## config.mk

```make
export PLATFORM = sky130hd
export DESIGN_NAME = sticky_scanner_flat
export DESIGN_NICKNAME = d
export VERILOG_FILES = /design/src/rtl/sticky_scanner_pkg.sv /design/src/rtl/sticky_scanner_if.sv /design/src/rtl/sticky_scanner_evfifo.sv /design/src/rtl/sticky_scanner.sv /design/src/flat_wrapper.sv
export SDC_FILE = /design/constraint.sdc
export NUM_CORES = 1
export LEC_CHECK = 0
export BUFFER_PORTS_ARGS = -buffer_cell sky130_fd_sc_hd__buf_2
export CAP_MARGIN = 30
export CORE_ASPECT_RATIO = 0.5
export CORE_UTILIZATION = 44
export DETAILED_ROUTE_END_ITERATION = 8
export HOLD_SLACK_MARGIN = 0.15
export SYNTH_ARGS = -nofsm -noshare
export SYNTH_HDL_FRONTEND = slang
export SYNTH_HIERARCHICAL = 1
export SYNTH_SLANG_ARGS = --single-unit
```

## constraint.sdc

```tcl
create_clock -name clk -period 4.37 [get_ports clk]
set_clock_uncertainty 0.2 [all_clocks]
set_input_delay 0.6555 -clock clk [delete_from_list [all_inputs] [get_ports clk]]
set_output_delay 0.6555 -clock clk [all_outputs]
set_load 0.02 [all_outputs]
```

## src/rtl/sticky_scanner_pkg.sv

```systemverilog
// sticky_scanner_pkg: shared FSM encoding and bank-index width for the sticky scanner.
package sticky_scanner_pkg;
    typedef enum logic [2:0] {IDLE, READ, CLEAR, NEXT, WAIT} state_t;
    localparam int IDX_W = 4;
endpackage

```

## src/rtl/sticky_scanner_if.sv

```systemverilog
// sticky_scanner_if: sticky-bank bus, event stream and status signals of the scanner.
interface sticky_scanner_if #(
    parameter int WIDTH = 8,
    parameter int NBANK = 4
);
    import sticky_scanner_pkg::*;
    logic                scan_en;
    logic [NBANK-1:0]    upen;
    logic                upws;
    logic [WIDTH-1:0]    updi;
    logic [WIDTH-1:0]    updo;
    logic                ev_valid;
    logic                ev_ready;
    logic [IDX_W-1:0]    ev_bank;
    logic [WIDTH-1:0]    ev_bits;
    logic                irq;
    logic                ovf;
    logic                ovf_clr;
    modport master (
        input  scan_en, updo, ev_ready, ovf_clr,
        output upen, upws, updi, ev_valid, ev_bank, ev_bits, irq, ovf
    );
    modport slave (
        output scan_en, updo, ev_ready, ovf_clr,
        input  upen, upws, updi, ev_valid, ev_bank, ev_bits, irq, ovf
    );
endinterface

```

## src/rtl/sticky_scanner_evfifo.sv

```systemverilog
// sticky_evfifo: power-of-2 event FIFO; push and pop may coincide at any occupancy.
module sticky_evfifo #(
    parameter int W     = 12,
    parameter int DEPTH = 4
) (
    input  logic                   clk,
    input  logic                   rst_,
    input  logic                   push_i,
    input  logic [W-1:0]           din_i,
    input  logic                   pop_i,
    output logic [W-1:0]           dout_o,
    output logic [$clog2(DEPTH):0] count_o,
    output logic [$clog2(DEPTH):0] count_nxt_o,
    output logic                   full_o
);
    localparam int CW = $clog2(DEPTH) + 1;
    localparam int AW = (DEPTH > 1) ? $clog2(DEPTH) : 1;
    logic [W-1:0]  mem_q [DEPTH];
    logic [AW-1:0] wr_q, rd_q;
    logic [CW-1:0] count_q;
    logic          do_push, do_pop;
    assign do_pop      = pop_i && count_q != '0;
    assign do_push     = push_i && (count_q != CW'(DEPTH) || do_pop);
    assign count_nxt_o = count_q + CW'(do_push) - CW'(do_pop);
    assign count_o     = count_q;
    assign full_o      = count_q == CW'(DEPTH);
    assign dout_o      = mem_q[rd_q];
    always_ff @(posedge clk or negedge rst_) begin
        if (!rst_) begin
            wr_q    <= '0;
            rd_q    <= '0;
            count_q <= '0;
        end else begin
            wr_q    <= do_push ? wr_q + AW'(1) : wr_q;
            rd_q    <= do_pop ? rd_q + AW'(1) : rd_q;
            count_q <= count_nxt_o;
        end
    end
    always_ff @(posedge clk) begin
        if (do_push) mem_q[wr_q] <= din_i;
    end
endmodule

```

## src/rtl/sticky_scanner.sv

```systemverilog
// sticky_scanner: round-robin scan of write-1-to-clear sticky banks, queueing nonzero
// banks as {bank, bits} events and clearing exactly the bits that were captured.
module sticky_scanner
    import sticky_scanner_pkg::*;
#(
    parameter int WIDTH  = 8,
    parameter int NBANK  = 4,
    parameter int DEPTH  = 4,
    parameter int PERIOD = 16
) (
    input logic              clk,
    input logic              rst_,
    sticky_scanner_if.master bus
);
    localparam int TW = $clog2(PERIOD + 1);
    localparam int CW = $clog2(DEPTH) + 1;
    state_t           state_q, state_d;
    logic [IDX_W-1:0] idx_q, idx_d;
    logic [TW-1:0]    timer_q, timer_d;
    logic [WIDTH-1:0] cap_q, cap_d;
    logic             ovf_q, ovf_d, irq_q, irq_d, ovf_set;
    logic [CW-1:0]    cnt, cnt_nxt;
    logic             full;
    sticky_evfifo #(.W(WIDTH + IDX_W), .DEPTH(DEPTH)) u_fifo (
        .clk         (clk),
        .rst_        (rst_),
        .push_i      (state_q == CLEAR),
        .din_i       ({idx_q, cap_q}),
        .pop_i       (bus.ev_valid && bus.ev_ready),
        .dout_o      ({bus.ev_bank, bus.ev_bits}),
        .count_o     (cnt),
        .count_nxt_o (cnt_nxt),
        .full_o      (full)
    );
    always_comb begin
        state_d = state_q;
        idx_d   = idx_q;
        timer_d = timer_q;
        cap_d   = cap_q;
        ovf_set = 1'b0;
        case (state_q)
            IDLE: begin
                state_d = bus.scan_en ? READ : IDLE;
                idx_d   = '0;
            end
            READ: begin
                // A full FIFO leaves the bank latched so the alarm is retried next pass
                cap_d   = bus.updo;
                ovf_set = bus.updo != '0 && full;
                state_d = (bus.updo != '0 && !full) ? CLEAR : NEXT;
            end
            CLEAR: state_d = NEXT;
            NEXT: begin
                state_d = (idx_q == IDX_W'(NBANK - 1)) ? WAIT : READ;
                idx_d   = (idx_q == IDX_W'(NBANK - 1)) ? '0 : idx_q + IDX_W'(1);
                timer_d = (idx_q == IDX_W'(NBANK - 1)) ? TW'(PERIOD) : timer_q;
            end
            WAIT: begin
                timer_d = timer_q - TW'(1);
                state_d = (timer_q == TW'(1)) ? (bus.scan_en ? READ : IDLE) : WAIT;
            end
            default: state_d = IDLE;
        endcase
        ovf_d = ovf_set | (ovf_q & ~bus.ovf_clr);
        irq_d = (cnt_nxt != '0) | ovf_d;
    end
    always_ff @(posedge clk or negedge rst_) begin
        if (!rst_) begin
            state_q <= IDLE;
            idx_q   <= '0;
            timer_q <= '0;
            cap_q   <= '0;
            ovf_q   <= 1'b0;
            irq_q   <= 1'b0;
        end else begin
            state_q <= state_d;
            idx_q   <= idx_d;
            timer_q <= timer_d;
            cap_q   <= cap_d;
            ovf_q   <= ovf_d;
            irq_q   <= irq_d;
        end
    end
    assign bus.upen     = (state_q == READ || state_q == CLEAR) ? NBANK'(1) << idx_q : '0;
    assign bus.upws     = state_q == CLEAR;
    assign bus.updi     = (state_q == CLEAR) ? cap_q : '0;
    assign bus.ev_valid = cnt != '0;
    assign bus.ovf      = ovf_q;
    assign bus.irq      = irq_q;
endmodule

```

## src/flat_wrapper.sv

```systemverilog
// flat-port wrapper written by rule: the top's interface ports become plain ports
module sticky_scanner_flat import sticky_scanner_pkg::*;
#(
    parameter int WIDTH  = 8,
    parameter int NBANK  = 4,
    parameter int DEPTH  = 4,
    parameter int PERIOD = 16
)
  (clk, rst_, bus_scan_en, bus_updo, bus_ev_ready, bus_ovf_clr, bus_upen, bus_upws, bus_updi, bus_ev_valid, bus_ev_bank, bus_ev_bits, bus_irq, bus_ovf);
  sticky_scanner_if #(.WIDTH(WIDTH), .NBANK(NBANK)) bus_i ();
  input logic clk;
  input logic rst_;
  input wire logic [$bits(bus_i.scan_en)-1:0] bus_scan_en;
  input wire logic [$bits(bus_i.updo)-1:0] bus_updo;
  input wire logic [$bits(bus_i.ev_ready)-1:0] bus_ev_ready;
  input wire logic [$bits(bus_i.ovf_clr)-1:0] bus_ovf_clr;
  output wire logic [$bits(bus_i.upen)-1:0] bus_upen;
  output wire logic [$bits(bus_i.upws)-1:0] bus_upws;
  output wire logic [$bits(bus_i.updi)-1:0] bus_updi;
  output wire logic [$bits(bus_i.ev_valid)-1:0] bus_ev_valid;
  output wire logic [$bits(bus_i.ev_bank)-1:0] bus_ev_bank;
  output wire logic [$bits(bus_i.ev_bits)-1:0] bus_ev_bits;
  output wire logic [$bits(bus_i.irq)-1:0] bus_irq;
  output wire logic [$bits(bus_i.ovf)-1:0] bus_ovf;
  assign bus_i.scan_en = bus_scan_en;
  assign bus_i.updo = bus_updo;
  assign bus_i.ev_ready = bus_ev_ready;
  assign bus_i.ovf_clr = bus_ovf_clr;
  assign bus_upen = bus_i.upen;
  assign bus_upws = bus_i.upws;
  assign bus_updi = bus_i.updi;
  assign bus_ev_valid = bus_i.ev_valid;
  assign bus_ev_bank = bus_i.ev_bank;
  assign bus_ev_bits = bus_i.ev_bits;
  assign bus_irq = bus_i.irq;
  assign bus_ovf = bus_i.ovf;
  sticky_scanner #(.WIDTH(WIDTH), .NBANK(NBANK), .DEPTH(DEPTH), .PERIOD(PERIOD)) u_core (.clk(clk), .rst_(rst_), .bus(bus_i));
endmodule
```

==> impl_results.rst, run 1 <==
.. list-table::
   :header-rows: 1

   * - Metric
     - Value
   * - Outcome
     - finished clean
   * - CP Capture Type
     - register
   * - Detailed-route DRC error count
     - 0
   * - Count of routing violations after the opening detailed-route iteration
     - 101
   * - Largest fanout on the critical path
     - 4
   * - Number of synthesized flops with an enable pin
     - 48
   * - Top-area cell type share of the netlist area
     - 42.70%
   * - Via count of the first global-routing pass
     - 1,982
   * - Clock tree from TritonCTS
     - done
   * - RSZ-0062 raised after global routing
     - no
   * - Port-buffer cells
     - 40
   * - Total length of routed wires
     - 6.114 mm
   * - Worst hold slack
     - 150.4 ps
   * - Placeable core area
     - 7377 um^2
   * - Clock edge transition at the registers on the reported setup and hold paths
     - 60 ps
   * - Sum of overflow across all layers after global routing
     - 0
   * - Highest clock frequency the design can meet
     - 301.5 MHz
   * - Count of unique library cells instantiated by Yosys
     - 49
   * - Worst Tran Pin Value
     - 895.4 ps
   * - Net count of the mapped netlist
     - 241
   * - CTS root buf
     - sky130_fd_sc_hd__clkbuf_16
   * - Final antenna diode count
     - 0
   * - Worst min path class
     - input port to asynchronous set/reset pin
   * - Routability congestion estimate
     - 0.7400
   * - Most used flip-flop cell after synthesis
     - sky130_fd_sc_hd__edfxtp_1
   * - Pin count of the biggest net entering global routing
     - 30
   * - Warnings from Yosys
     - 6
   * - Required time of the worst setup path
     - 4380 ps
   * - Row count
     - 22
   * - Type of the setup path with the least slack
     - register to register
   * - Starting Density
     - 45.76%
   * - Number of failing hold endpoints at the final stage
     - 0
   * - Post-synth top area cell
     - sky130_fd_sc_hd__edfxtp_1
   * - Htree depth
     - 3
   * - Area growth syn-to-layout
     - 16.16%
   * - Maximum number of buffers from clock root to sink
     - 2
   * - Number of sinks driven by the clock tree
     - 77
   * - Crit path DAT
     - 3330 ps
   * - Die boundary width
     - 125.9 um
   * - Share of synthesized area occupied by flip-flops and latches
     - 64.20%
   * - Count of nets after finishing
     - 283
   * - Cell Count Post-Placement
     - 346
   * - Number of register bits inferred by synthesis
     - 77
   * - WL/cell
     - 16.89 um
   * - Kind of launch point of the worst setup path
     - register
   * - DIE AREA
     - 8048 um^2
   * - Non-filler cells in the finished layout
     - 362
   * - Count of final setup violators
     - 0
   * - Chip height
     - 63.94 um
   * - Cell count after synthesis
     - 219
   * - Vias/cell
     - 5.276
   * - Post-Synthesis Cell Area
     - 3376 um^2
   * - Ratio of cells with drive above 1 in the final layout
     - 31.20%
   * - Half-perimeter wire length after detailed placement
     - 4.110 mm
   * - Synth async-reset ratio
     - 37.66%
   * - Total negative setup slack
     - 0 ps
   * - Count of buffers added by post-CTS timing repair for setup
     - 0
   * - Worst slew margin
     - 40.30%
   * - Number of antenna violations at the first check in global routing
     - 0
   * - Final worst-path cycle share
     - 75.91%
   * - Power density cells
     - 762.1 nW/um^2
   * - Antenna-violating nets left
     - 0
   * - Minimum period implied by the final worst setup slack
     - 3317 ps
   * - First-pass GRT wire length
     - 10.03 mm
   * - Max-cap check violation count
     - 0
   * - Count of vias placed by the detailed router
     - 1,910
   * - Total of cells resized after clock tree synthesis
     - 0
   * - GRT Total Usage
     - 17.45%
   * - Total clock buffers created by CTS
     - 9
   * - Pleak
     - 1.557 nW
   * - Pre-antenna DRT Iters
     - 4
   * - Cell types with the largest area share after synthesis
     - sky130_fd_sc_hd__edfxtp_1, sky130_fd_sc_hd__dfrtp_1, sky130_fd_sc_hd__mux4_2
   * - Number of hold-repair buffers added at the cts stage
     - 0
   * - Post-Synthesis Mean Instance Area
     - 15.41 um^2
   * - I/O pin count
     - 41
   * - Clk Latency, worst-skew pair
     - 330 ps
   * - Count of pins over their slew limit
     - 0
   * - Maximum VDD drop
     - 0.2585 mV
[state kept, by name, indices dropped and copies added (netlist names)]
name	count
u_core/bus.ovf	1
u_core/bus.irq	1
u_core/state_q	3
u_core/timer_q	5
u_core/u_fifo/wr_q	2
u_core/u_fifo/count_o	3
u_core/idx_q	4
u_core/u_fifo/rd_q	2
u_core/u_fifo/mem_q	48
u_core/cap_q	8
[per-layer routing]
layer | track usage, % | up-vias | part of all wire (%)
li1 | - | 918 | -
met1 | 21.43 | 965 | 47
met2 | 28.47 | 22 | 48
met3 | 7.621 | 5 | 4.2
met4 | 4.518 | 0 | 0.77
met5 | 0 | - | 0
[Yosys cell counts, drive strengths merged, types with 5 or more instances]
library cell	number
nor3	5
xnor2	6
and3	8
mux2	9
and2	6
inv	17
dfrtp	29
edfxtp	48
ha	8
or3	6
o21ai	6
mux4	12
buf	6
[layout make-up]
cell class	instances	area (um^2)
multi-input cells	115	1082
flip-flops and latches	77	2167
clock inverters	7	55.05
repair buffers	41	207.7
clock buffers	9	225.2
inverters	17	63.81
well taps	96	120.1
fillers	624	3456
[kinds of logic (layout without fill, tap and decap cells)]
group / count (synthesis) / after routing / synth area share (%)
compound gates: 28 / 28 / 6.116
xor+xnor: 7 / 7 / 1.816
fa+ha+maj: 9 / 9 / 3.558
buf+inv: 27 / 74 / 3.743
flops: 77 / 77 / 64.20
mux: 21 / 21 / 11.12
simple gates: 50 / 50 / 9.452
[placed cells by master (no fill, tap or decap), types with 3 or more instances in the layout]
cell type                   instances
sky130_fd_sc_hd__mux4_2            12
sky130_fd_sc_hd__a21oi_1            4
sky130_fd_sc_hd__edfxtp_1          48
sky130_fd_sc_hd__xnor2_1            6
sky130_fd_sc_hd__o21ai_0            6
sky130_fd_sc_hd__or3_1              6
sky130_fd_sc_hd__nor3b_1            3
sky130_fd_sc_hd__nor3_1             5
sky130_fd_sc_hd__clkbuf_16          9
sky130_fd_sc_hd__nand3_1            3
sky130_fd_sc_hd__nor2_1             3
sky130_fd_sc_hd__and2_1             6
sky130_fd_sc_hd__o211ai_1           3
sky130_fd_sc_hd__ha_1               8
sky130_fd_sc_hd__inv_6              3
sky130_fd_sc_hd__mux2_2             8
sky130_fd_sc_hd__nand2_1            3
sky130_fd_sc_hd__buf_2             40
sky130_fd_sc_hd__dfrtp_1           29
sky130_fd_sc_hd__and3_1             8
sky130_fd_sc_hd__inv_1             17
[stage by stage]
step                      total power, mW  utilization (%)  setup WS [ps]  area, um^2
after floorplan                     2.037                -           1117        3376
after global placement              2.295            49.36           1187        3641
after detailed placement            2.330            49.36           1073        3641
after CTS                           3.024            53.15           1044        3921
after global routing                3.189            53.15          811.0        3921
final                               2.988            53.15           1053        3921
[where the power goes]
part           switching (mW)  internal (mW)
Combinational           0.546          0.478
Sequential              0.244           1.04
Clock                   0.294          0.390
[critical path, cell delays in order (launching register included)]
cell,delay (ps)
sky130_fd_sc_hd__dfrtp_1,420
sky130_fd_sc_hd__or3_1,400
sky130_fd_sc_hd__and2_1,200
sky130_fd_sc_hd__o31ai_2,130
sky130_fd_sc_hd__or2_1,200
sky130_fd_sc_hd__a21bo_1,210
sky130_fd_sc_hd__ha_1,180
sky130_fd_sc_hd__fa_1,370
sky130_fd_sc_hd__xnor2_1,150
sky130_fd_sc_hd__xnor2_1,140
sky130_fd_sc_hd__or3_1,310
sky130_fd_sc_hd__a221o_1,280
[worst paths after layout]
check | startpoint | endpoint | slack, ps | cells after the start
hold reg to reg | u_core/cap_q[3] | u_core/u_fifo/mem_q[1][3] | 350 | 0
hold / removal | rst_ | u_core/timer_q[4] | 150 | 1
max in group asynchronous | rst_ | u_core/idx_q[0] | 3380 | 1
setup reg to reg | u_core/u_fifo/count_o[1] | u_core/bus.irq | 1050 | 11
min in group clk | u_core/cap_q[3] | u_core/u_fifo/mem_q[1][3] | 350 | 0
setup / recovery | u_core/u_fifo/count_o[1] | u_core/bus.irq | 1050 | 11
Note: power is estimated with default switching activity, not from simulation.
==> run 2: changes to the inputs <==
--- a/config.mk
+++ b/config.mk
@@ -5,12 +5,14 @@
 export SDC_FILE = /design/constraint.sdc
 export NUM_CORES = 1
 export LEC_CHECK = 0
+export ABC_AREA = 1
 export BUFFER_PORTS_ARGS = -buffer_cell sky130_fd_sc_hd__buf_2
 export CAP_MARGIN = 30
 export CORE_ASPECT_RATIO = 0.5
 export CORE_UTILIZATION = 44
 export DETAILED_ROUTE_END_ITERATION = 8
 export HOLD_SLACK_MARGIN = 0.15
+export PLACE_DENSITY = 0.65
 export SYNTH_ARGS = -nofsm -noshare
 export SYNTH_HDL_FRONTEND = slang
 export SYNTH_HIERARCHICAL = 1
==> constraint.sdc (replaced) <==
create_clock -name clk -period 2.9 [get_ports clk]
set_clock_uncertainty 0.2 [all_clocks]
set_input_delay 0.435 -clock clk [delete_from_list [all_inputs] [get_ports clk]]
set_output_delay 0.435 -clock clk [all_outputs]
set_load 0.02 [all_outputs]
==> run 2 against run 1 <==
Final cell count increased by 40%. Global-route usage increased by 1.1 points. Clock power increased by 75%. Critical path type unchanged.
==> impl_results.rst, run 2 <==
.. list-table::
   :header-rows: 1

   * - Metric
     - Value
   * - Final antenna diode count
     - 0 (unchanged)
   * - R2R depth
     - 9 (was 11)
   * - Detailed-route DRC error count
     - 0 (unchanged)
   * - WL/cell
     - 13.79 um (was 16.89 um)
   * - Maximum number of buffers from clock root to sink
     - 2 (unchanged)
   * - RSZ-0062 raised after global routing
     - no (unchanged)
   * - Synth async-reset ratio
     - 37.66% (unchanged)
   * - Most numerous cell in the Yosys netlist
     - sky130_fd_sc_hd__nor2_1 (was sky130_fd_sc_hd__edfxtp_1)
   * - Outcome
     - finished clean (unchanged)
   * - Most common cell after layout, fill and taps aside
     - sky130_fd_sc_hd__nor2_1 (was sky130_fd_sc_hd__edfxtp_1)
   * - Leading cell types in the layout, fill and taps excluded
     - sky130_fd_sc_hd__nor2_1, sky130_fd_sc_hd__nand2_1, sky130_fd_sc_hd__edfxtp_1 (was sky130_fd_sc_hd__edfxtp_1, sky130_fd_sc_hd__buf_2, sky130_fd_sc_hd__dfrtp_1)
   * - Required time of the worst setup path
     - 2890 ps (was 4380 ps)
   * - Final worst-path cycle share
     - 88.74% (was 75.91%)
   * - Cell Count Post-Placement
     - 485 (was 346)
   * - Total clock buffers created by CTS
     - 9 (unchanged)
   * - Count of pins over their slew limit
     - 0 (unchanged)
   * - Most used flip-flop cell after synthesis
     - sky130_fd_sc_hd__edfxtp_1 (unchanged)
   * - Cell types with the largest area share after synthesis
     - sky130_fd_sc_hd__edfxtp_1, sky130_fd_sc_hd__dfrtp_1, sky130_fd_sc_hd__nor2_1 (was sky130_fd_sc_hd__edfxtp_1, sky130_fd_sc_hd__dfrtp_1, sky130_fd_sc_hd__mux4_2)
   * - I/O pin count
     - 41 (unchanged)
   * - Htree depth
     - 3 (unchanged)
   * - Type of the setup path with the least slack
     - register to register (unchanged)
   * - Non-filler cells in the finished layout
     - 505 (was 362)
   * - Total length of routed wires
     - 6.964 mm (was 6.114 mm)
   * - Count of routing violations after the opening detailed-route iteration
     - 205 (was 101)
   * - Largest delay share family, worst path
     - simple AND/OR/NAND/NOR gates (unchanged)
   * - Post-route cell area
     - 4143 um^2 (was 3921 um^2)
   * - Sum of overflow across all layers after global routing
     - 0 (unchanged)
   * - Number of register bits inferred by synthesis
     - 77 (unchanged)
   * - Count of unique library cells instantiated by Yosys
     - 30 (was 49)
   * - Count of nets after finishing
     - 414 (was 283)
   * - Top-area cell type share of the netlist area
     - 41.41% (was 42.70%)
   * - DIE AREA
     - 8293 um^2 (was 8048 um^2)
   * - Number of sinks driven by the clock tree
     - 77 (unchanged)
   * - Post-Synthesis Mean Instance Area
     - 10.24 um^2 (was 15.41 um^2)
   * - First-pass GRT wire length
     - 11.50 mm (was 10.03 mm)
   * - Maximum VDD drop
     - 0.4363 mV (was 0.2585 mV)
   * - Cell with the largest stage delay on the worst path
     - sky130_fd_sc_hd__fa_1 (was sky130_fd_sc_hd__dfrtp_1)
   * - Antenna-violating nets left
     - 0 (unchanged)
   * - Top cell types by occurrence after synthesis
     - sky130_fd_sc_hd__nor2_1, sky130_fd_sc_hd__nand2_1, sky130_fd_sc_hd__edfxtp_1, sky130_fd_sc_hd__o21ai_1, sky130_fd_sc_hd__inv_1 (was sky130_fd_sc_hd__edfxtp_1, sky130_fd_sc_hd__dfrtp_1, sky130_fd_sc_hd__inv_1, sky130_fd_sc_hd__mux4_2)
   * - Total negative setup slack
     - 0 ps (unchanged)
   * - Row count
     - 22 (unchanged)
   * - Cell count after synthesis
     - 340 (was 219)
   * - Clock edge transition at the registers on the reported setup and hold paths
     - 60 ps (about the same)
   * - Count of final setup violators
     - 0 (unchanged)
   * - R2R Path Start
     - u_core/u_fifo/count_o[1] (unchanged)
   * - Highest clock frequency the design can meet
     - 388.6 MHz (was 301.5 MHz)
   * - Power density cells
     - 1167 nW/um^2 (was 762.1 nW/um^2)
   * - Pin count of the biggest net entering global routing
     - 30 (unchanged)
   * - Top register by number of flip-flops
     - u_core/u_fifo/mem_q (unchanged)
   * - Routability congestion estimate
     - 0.8211 (was 0.7400)
   * - Chip height
     - 64.90 um (was 63.94 um)
   * - Die boundary width
     - 127.8 um (was 125.9 um)
   * - Fillers
     - 673 (was 624)
   * - Stages on worst setup path
     - 9 (was 11)
   * - Post-detailed-placement cell area
     - 3777 um^2 (was 3641 um^2)
   * - CTS root buf
     - sky130_fd_sc_hd__clkbuf_16 (unchanged)
   * - Clock tree from TritonCTS
     - done (unchanged)
   * - Placeable core area
     - 7487 um^2 (was 7377 um^2)
   * - Warnings from Yosys
     - 6 (unchanged)
   * - Share of synthesized area occupied by flip-flops and latches
     - 62.26% (was 64.20%)
   * - Count of vias placed by the detailed router
     - 2,444 (was 1,910)
   * - Area growth syn-to-layout
     - 19.02% (was 16.16%)
   * - Via count of the first global-routing pass
     - 2,382 (was 1,982)
   * - Post-synth top area cell
     - sky130_fd_sc_hd__edfxtp_1 (unchanged)
   * - Worst min path class
     - input port to register (was input port to asynchronous set/reset pin)
   * - Number of failing hold endpoints at the final stage
     - 0 (unchanged)
   * - Kind of launch point of the worst setup path
     - register (unchanged)
   * - Cell-by-cell listing of the critical path
     - or3_1 -> and2_1 -> nand2_1 -> nand3_1 -> nand2_1 -> ha_1 -> fa_1 -> nor3_1 -> nand3_1 (was or3_1 -> and2_1 -> o31ai_2 -> or2_1 -> a21bo_1 -> ha_1 -> fa_1 -> xnor2_1 -> xnor2_1 -> or3_1 -> a221o_1)
   * - Half-perimeter wire length after detailed placement
     - 4.697 mm (was 4.110 mm)
   * - Area taken by multi-input logic gates
     - 1066 um^2 (was 1082 um^2)
   * - Number of synthesized flops with an enable pin
     - 48 (unchanged)
   * - Ratio of cells with drive above 1 in the final layout
     - 17.88% (was 31.20%)
   * - Worst Tran Pin Value
     - 683.6 ps (was 895.4 ps)
   * - Buf/Inv on CP
     - 0 (unchanged)
   * - Max-cap check violation count
     - 0 (unchanged)
   * - Vias/cell
     - 4.840 (was 5.276)
   * - Pre-antenna DRT Iters
     - 4 (unchanged)
   * - Sequential Area
     - 2167 um^2 (unchanged)
   * - CP Capture Type
     - register (unchanged)
   * - Crit path DAT
     - 2570 ps (was 3330 ps)
   * - Pleak
     - 1.809 nW (was 1.557 nW)
   * - Number of antenna violations at the first check in global routing
     - 0 (unchanged)
   * - End of the critical path
     - u_core/bus.irq (unchanged)
   * - Registers with the most flip-flops
     - u_core/u_fifo/mem_q: 48 flops, u_core/cap_q: 8 flops, u_core/timer_q: 5 flops (unchanged)
   * - Port-buffer cells
     - 40 (unchanged)
   * - Critical R2R Capture
     - u_core/bus.irq (unchanged)
   * - Clk Latency, worst-skew pair
     - 330 ps (about the same)
   * - Minimum period implied by the final worst setup slack
     - 2573 ps (was 3317 ps)
   * - Longest individual stage delay on the worst path
     - 450 ps (was 420 ps)
   * - Flip-flop count of the largest register, all copies and words added
     - 48 (unchanged)
   * - Starting Density
     - 46.49% (was 45.76%)
   * - Net count of the mapped netlist
     - 362 (was 241)
   * - Largest fanout on the critical path
     - 4 (unchanged)
   * - Setup crit start
     - u_core/u_fifo/count_o[1] (unchanged)
   * - Reg2Reg Setup Slack
     - 330 ps (was 1050 ps)
   * - GRT Total Usage
     - 18.58% (was 17.45%)
   * - Post-Synthesis Cell Area
     - 3481 um^2 (was 3376 um^2)
   * - Worst slew margin
     - 54.43% (was 40.30%)
==> run 2: cell count changes after synthesis, moves of 10 or more <==
cell / previous run / this run
sky130_fd_sc_hd__mux4_2: 12 / 0
sky130_fd_sc_hd__nand3_1: 3 / 13
sky130_fd_sc_hd__inv_1: 17 / 36
sky130_fd_sc_hd__nor2_1: 3 / 62
sky130_fd_sc_hd__o21ai_1: 0 / 38
sky130_fd_sc_hd__nand2_1: 3 / 55
==> run 2: area by class of cell <==
cell class	count	share of cell area [%]
flip-flops and latches	77	52.31
well taps	108	3.262
repair buffers	50	7.158
inverters	40	3.685
clock inverters	6	2.326
multi-input cells	214	25.73
clock buffers	10	5.527
==> run 2: worst reg2reg max path: cells and delay by family (launching register included) <==
| kind | cells | cell delay [ps] |
|---|---|---|
| flops | 1 | 420 |
| simple gates | 7 | 1190 |
| fa+ha+maj | 2 | 630 |
==> run 2: worst min path at each step <==
stage | from | end | slack (ps) | depth (start not counted)
floorplan | rst_ | u_core/bus.irq | -60 | 0
global placement | u_core/timer_q[4] | u_core/timer_q[4] | 280 | 2
detailed placement | u_core/timer_q[4] | u_core/timer_q[4] | 280 | 2
CTS | bus_ovf_clr | u_core/bus.ovf | 150 | 4
global route | bus_ovf_clr | u_core/bus.ovf | 180 | 4
finish | bus_updo[0] | u_core/cap_q[0] | 160 | 3
==> run 2: cell families after synthesis <==
family / synth area share, %
AND/OR/NAND/NOR: 18.12
flip-flops: 62.26
AO/OA/AOI/OAI: 7.800
buffers and inverters: 7.117
adder cells (fa/ha/maj): 3.451
XOR/XNOR: 1.258
==> run 2: per-stage QoR <==
| step | hold WS (ps) | util [%] | setup WS, ps | total power, mW |
|---|---|---|---|---|
| global placement | 280.3 | 50.00 | 431.9 | 3.536 |
| detailed placement | 278.1 | 50.45 | 319.0 | 3.640 |
| floorplan | -60.59 | - | 382.0 | 3.165 |
| finish | 155.5 | 55.33 | 326.6 | 4.835 |
| CTS | 154.2 | 55.33 | 301.7 | 4.867 |
| global route | 178.3 | 55.33 | 135.3 | 5.174 |
==> run 2: repair_timing <==
item                                   4_1_cts  5_1_grt
resized for setup                            0        0
hold buffers                                 4        0
buffers inserted                             0        0
endpoints found under the hold margin       32        0
==> run 2: power breakdown <==
part | leakage (nW) | switching, mW | total, mW | internal [mW]
Clock | 0.155 | 0.442 | 1.20 | 0.762
Combinational | 0.850 | 1.21 | 1.82 | 0.609
Sequential | 0.803 | 0.254 | 1.81 | 1.56
Total | 1.81 | 1.91 | 4.84 | 2.93
==> run 2: routing by layer <==
| layer | track usage (%) | vias to the layer above | share of wire [%] |
|---|---|---|---|
| met2 | 30.84 | 52 | 47 |
| met3 | 4.955 | 12 | 5.7 |
| met1 | 23.18 | 1153 | 45 |
| met5 | 0 | - | 0 |
| met4 | 8.088 | 0 | 1.7 |
| li1 | - | 1227 | - |
